### src/rtl/mux_scan_n.sv
// N-channel registered multiplexer with manual select and an auto-scan mode
// that steps through channels with a programmable dwell and a hold control.
module mux_scan_n #(
  parameter int CHANNELS = 4,
  parameter int WIDTH    = 1,
  parameter int SEL_W    = 2,
  parameter int DWELL_W  = 26
) (
  input  logic                      clock,
  input  logic                      reset,
  input  logic [CHANNELS*WIDTH-1:0] data_in,
  input  logic [SEL_W-1:0]          sel,
  input  logic                      mode,
  input  logic [DWELL_W-1:0]        dwell,
  input  logic                      hold,
  output logic [WIDTH-1:0]          data_out,
  output logic [SEL_W-1:0]          chan_out,
  output logic                      switched
);

  localparam logic [SEL_W:0]     CHAN_LIM = (SEL_W+1)'(CHANNELS);
  localparam logic [SEL_W-1:0]   LAST_IDX = SEL_W'(CHANNELS - 1);
  localparam logic [SEL_W-1:0]   ONE_S    = SEL_W'(1);
  localparam logic [DWELL_W-1:0] ONE_C    = DWELL_W'(1);

  logic [SEL_W-1:0]   cur_q, cur_d;
  logic [DWELL_W-1:0] cnt_q, cnt_d;
  logic [WIDTH-1:0]   data_q, data_d;
  logic               switched_q, switched_d;

  always_comb begin
    cur_d = cur_q;
    cnt_d = cnt_q;
    if (!mode) begin
      // Out-of-range manual selects keep the current channel rather than wrap.
      if ({1'b0, sel} < CHAN_LIM) cur_d = sel;
      cnt_d = '0;
    end else if (!hold) begin
      // >= rather than == so lowering dwell below cnt advances immediately.
      if (cnt_q >= dwell) begin
        cnt_d = '0;
        cur_d = (cur_q == LAST_IDX) ? '0 : cur_q + ONE_S;
      end else begin
        cnt_d = cnt_q + ONE_C;
      end
    end

    data_d = '0;
    for (int k = 0; k < CHANNELS; k++) begin
      if (cur_d == SEL_W'(k)) data_d = data_in[k*WIDTH +: WIDTH];
    end
    switched_d = (cur_d != cur_q);
  end

  always_ff @(posedge clock) begin
    if (reset) begin
      cur_q      <= '0;
      cnt_q      <= '0;
      data_q     <= '0;
      switched_q <= 1'b0;
    end else begin
      cur_q      <= cur_d;
      cnt_q      <= cnt_d;
      data_q     <= data_d;
      switched_q <= switched_d;
    end
  end

  assign data_out = data_q;
  assign chan_out = cur_q;
  assign switched = switched_q;

endmodule

### config.mk
export PLATFORM = sky130hd
export DESIGN_NAME = mux_scan_n
export DESIGN_NICKNAME = d
export VERILOG_FILES = /design/src/rtl/mux_scan_n.sv
export SDC_FILE = /design/constraint.sdc
export NUM_CORES = 1
export LEC_CHECK = 0
export ABC_AREA = 1
export BUFFER_PORTS_ARGS = -buffer_cell sky130_fd_sc_hd__buf_2
export CAP_MARGIN = 30
export CORE_ASPECT_RATIO = 1.5
export CORE_MARGIN = 4
export CORE_UTILIZATION = 58
export CTS_BUF_LIST = sky130_fd_sc_hd__clkbuf_8
export CTS_CLUSTER_DIAMETER = 40
export DETAILED_ROUTE_END_ITERATION = 8
export PLACE_DENSITY = 0.93
export SLEW_MARGIN = 5
export SYNTH_ARGS = -nofsm -noshare
export SYNTH_HDL_FRONTEND = slang
export SYNTH_SLANG_ARGS = --single-unit
### constraint.sdc
create_clock -name clock -period 2.6 [get_ports clock]
set_clock_uncertainty 0.05 [all_clocks]
set_input_delay 0.13 -clock clock [delete_from_list [all_inputs] [get_ports clock]]
set_output_delay 0.13 -clock clock [all_outputs]
set_load 0.05 [all_outputs]
==> summary.md <==
| Metric | Value |
|---|---|
| Via/cell ratio | 5.25 |
| Part of the Yosys area used for sequential elements | 26.5% |
| Number of antenna violations at the first check in global routing | 0 |
| Req. time, crit path | 2.73 ns |
| Simple-gate area share of the yosys netlist | 36.4% |
| Fin nets | 440 |
| DR DRC count | 0 |
| DR pass1 iterations | 4 |
| Vias in the first global route | 2308 |
| Area contributors post-synth | dfxtp_1 27%, ha_1 15%, nand2_1 14% |
| Time the worst path needs with I/O delays and setup | 2.16 ns |
| Critical Path, Cell by Cell | ha_1 -> nand2_1 -> nor2_1 -> nand3_1 -> nor2_1 -> nand2_1 -> nand3_2 -> nand2_1 -> nand2_1 -> nand3_1 -> nand2_1 -> nand2_1 -> nand3_1 -> nand2_1 |
| Clock buffer depth | 2 |
| P_leak | 1.34 nW |
| CP bufs+invs | 0 |
| Critical Path AT | 2.29 ns |
| CP most frequent cell | nand2_1 |
| Top Ports | 40 |
| Most frequent cells in the layout | 82 x nand2_1, 54 x inv_1, 42 x nor2_1, 39 x buf_2, 30 x dfxtp_1 |
| Number of buffers added on ports | 39 |
| Routed via count | 2203 |
| GR Overflow Total | 0 |
| CP top delay family | simple AND/OR/NAND/NOR gates |
| Clock sink count | 30 |
| RSZ-0062 raised after global routing | no |
| Final ANT Viol Nets | 0 |
| Syn_area_per_cell | 6.82 um^2 |
| CTS tree | yes |
| Synth area leader | dfxtp_1 |
| GPL Wtd Cong | 0.899 |
| Slowest CP cell | dfxtp_1 |
| Critical Path Start | cnt_q[17]$_SDFFE_PP0N_ |
| Reg2reg setup slack | 0.44 ns |
| Hold_buf cts | 0 |
| Setup TNS | 0 ns |
| Synth Instances | 332 |
| Hold_sp | reset |
| Setup crit start kind | flip-flop |
| Pin count of the biggest net entering global routing | 26 |
| Reg-to-reg startpoint | cnt_q[17]$_SDFFE_PP0N_ |
| Root cell of the clock tree | clkbuf_8 |
| DP HPWL | 4080 um |
| Final setup vio count | 0 |
| Final Hold Viols | 0 |
| Layout cells sized above 1 | 17.8% |
| Iter 0 DRT Violations | 74 |
| Setup Buffers After CTS | 0 |
| Post-synthesis compound-gate area fraction | 5.25% |
| Row count | 27 |
| Overall Global Routing Usage | 22.9% |
| Post-Place Cells | 412 |
| Worst-path clk slew | 0.06 ns |
| Worst path max stage delay | 0.36 ns |
| Fin crit share | 83.0% |
| TritonCTS buffer count | 5 |
| Final WL | 5020 um |
| WL per Instance | 11.9 um |
| Multiplexer area fraction after synthesis | 0% |
| Clk_lat worst skew | 0.29 ns |
| Pwr per Cell Area | 380 nW/um^2 |
| Max-Cap Viols | 0 |
| Status | completed |
| Initial Utilization | 60.9% |
| Hold crit path type | in2reg |
| Die Y | 84.5 um |
| Post-Syn Nets | 396 |
| Total power | 990 uW |
| CP max FO | 5 |
| Fillers | 315 |
| First-pass GRT wire length | 9000 um |
| Die width | 59.0 um |
| Critical path capture point type | flip-flop |
| Syn. warnings | 0 |
| Antenna Diode Count | 0 |
| CP Class | reg2reg |
| Post-synthesis xor/xnor area fraction | 6.19% |
| Synthesis-stage register bit count | 30 |
| Synth unique cells | 30 |
| Layout Cells excl Fill | 420 |
| Peak supply drop | 0.342 mV |
| Syn-to-layout area delta | 15.3% |
| Die ar. | 4990 um^2 |
| # resized after CTS | 0 |
| H-Tree Depth | 2 |
| Top cell type's share of synthesized area | 26.5% |
| Fin. max-slew vios | 0 |
| Worst Tran Pin Value | 0.441 ns |
| Adder-cell share of the synthesized area | 15.5% |
| Most common cell after layout, fill and taps aside | nand2_1 |
| Core footprint | 3720 um^2 |
| FMAX | 0.464 GHz |
| Mapped cell area | 2260 um^2 |
| Rel. slew slack | 70.3% |
| Largest family of logic cells by synthesized area | simple AND/OR/NAND/NOR gates |
path summary, 6_finish.rpt:
check / endpoint / cells past startpoint
worst max register to register: data_out$_SDFF_PP0_ / 14
worst min-delay path: switched$_SDFF_PP0_ / 2
worst min register to register: cnt_q[13]$_SDFFE_PP0N_ / 2
worst max-delay path: data_out$_SDFF_PP0_ / 14
logic make-up after synthesis:
group	count (synthesis)
AND/OR/NAND/NOR	178
buffers and inverters	60
flip-flops	30
adder cells (fa/ha/maj)	28
AO/OA/AOI/OAI	20
XOR/XNOR	16
per-stage QoR:
stage / hold slack (ns) / cell area (um^2) / utilization (%) / worst slack [ns]
after detailed placement: 0.305 / 2520 / 67.7 / 0.506
after floorplan: 0.149 / 2260 / - / 0.782
final: 0.0109 / 2610 / 70.2 / 0.443
after CTS: 0.00412 / 2610 / 70.2 / 0.467
after global placement: 0.306 / 2520 / 67.7 / 0.606
after global routing: 0.00733 / 2610 / 70.2 / 0.249
flip-flops by register name, summed over array words and instances, names as in the netlist:
signal,flops
cnt_q,26
chan_out,2
data_out,1
switched,1
worst register-to-register path: stages, from the launching register on:
cell and delay (ns):
dfxtp_1 0.36, ha_1 0.31, nand2_1 0.13, nor2_1 0.20
nand3_1 0.09, nor2_1 0.09, nand2_1 0.07, nand3_2 0.10
nand2_1 0.10, nand2_1 0.07, nand3_1 0.14, nand2_1 0.14
nand2_1 0.06, nand3_1 0.08, nand2_1 0.05
Yosys cell counts, drive strengths merged:
cell type	number
a21boi	1
a211oi	2
or2	1
nand3	20
nor2	49
a221oi	1
xor2	11
o21ai	1
a21oi	12
ha	28
xnor2	5
inv	57
dfxtp	30
nand2	82
a21o	2
nor3	12
nand4	5
nor4	2
o21a	1
and3	1
nor3b	2
nand3b	4
buf	3
report_power, final:
part | leakage (nW) | switching (mW) | internal (mW)
combinational | 1.04 | 0.0777 | 0.0507
clock | 0.0524 | 0.183 | 0.209
sequential | 0.243 | 0.00420 | 0.465
total | 1.34 | 0.265 | 0.725
layout make-up:
type                            count  area, um^2  area share, %
Clock buffer                        6        82.6           3.17
Clock inverter                      2        8.76          0.336
Inverter                           57         214           8.20
Multi-Input combinational cell    242        1430           55.0
Sequential cell                    30         601           23.0
Tap cell                           43        53.8           2.06
Timing Repair Buffer               40         215           8.25
routing by layer:
metal	wire length (um)	track usage [%]
met5	0	0
met4	119	12.8
met3	220	4.77
met2	2780	41.4
met1	1900	23.3
Power figures use the tool's default switching activity.
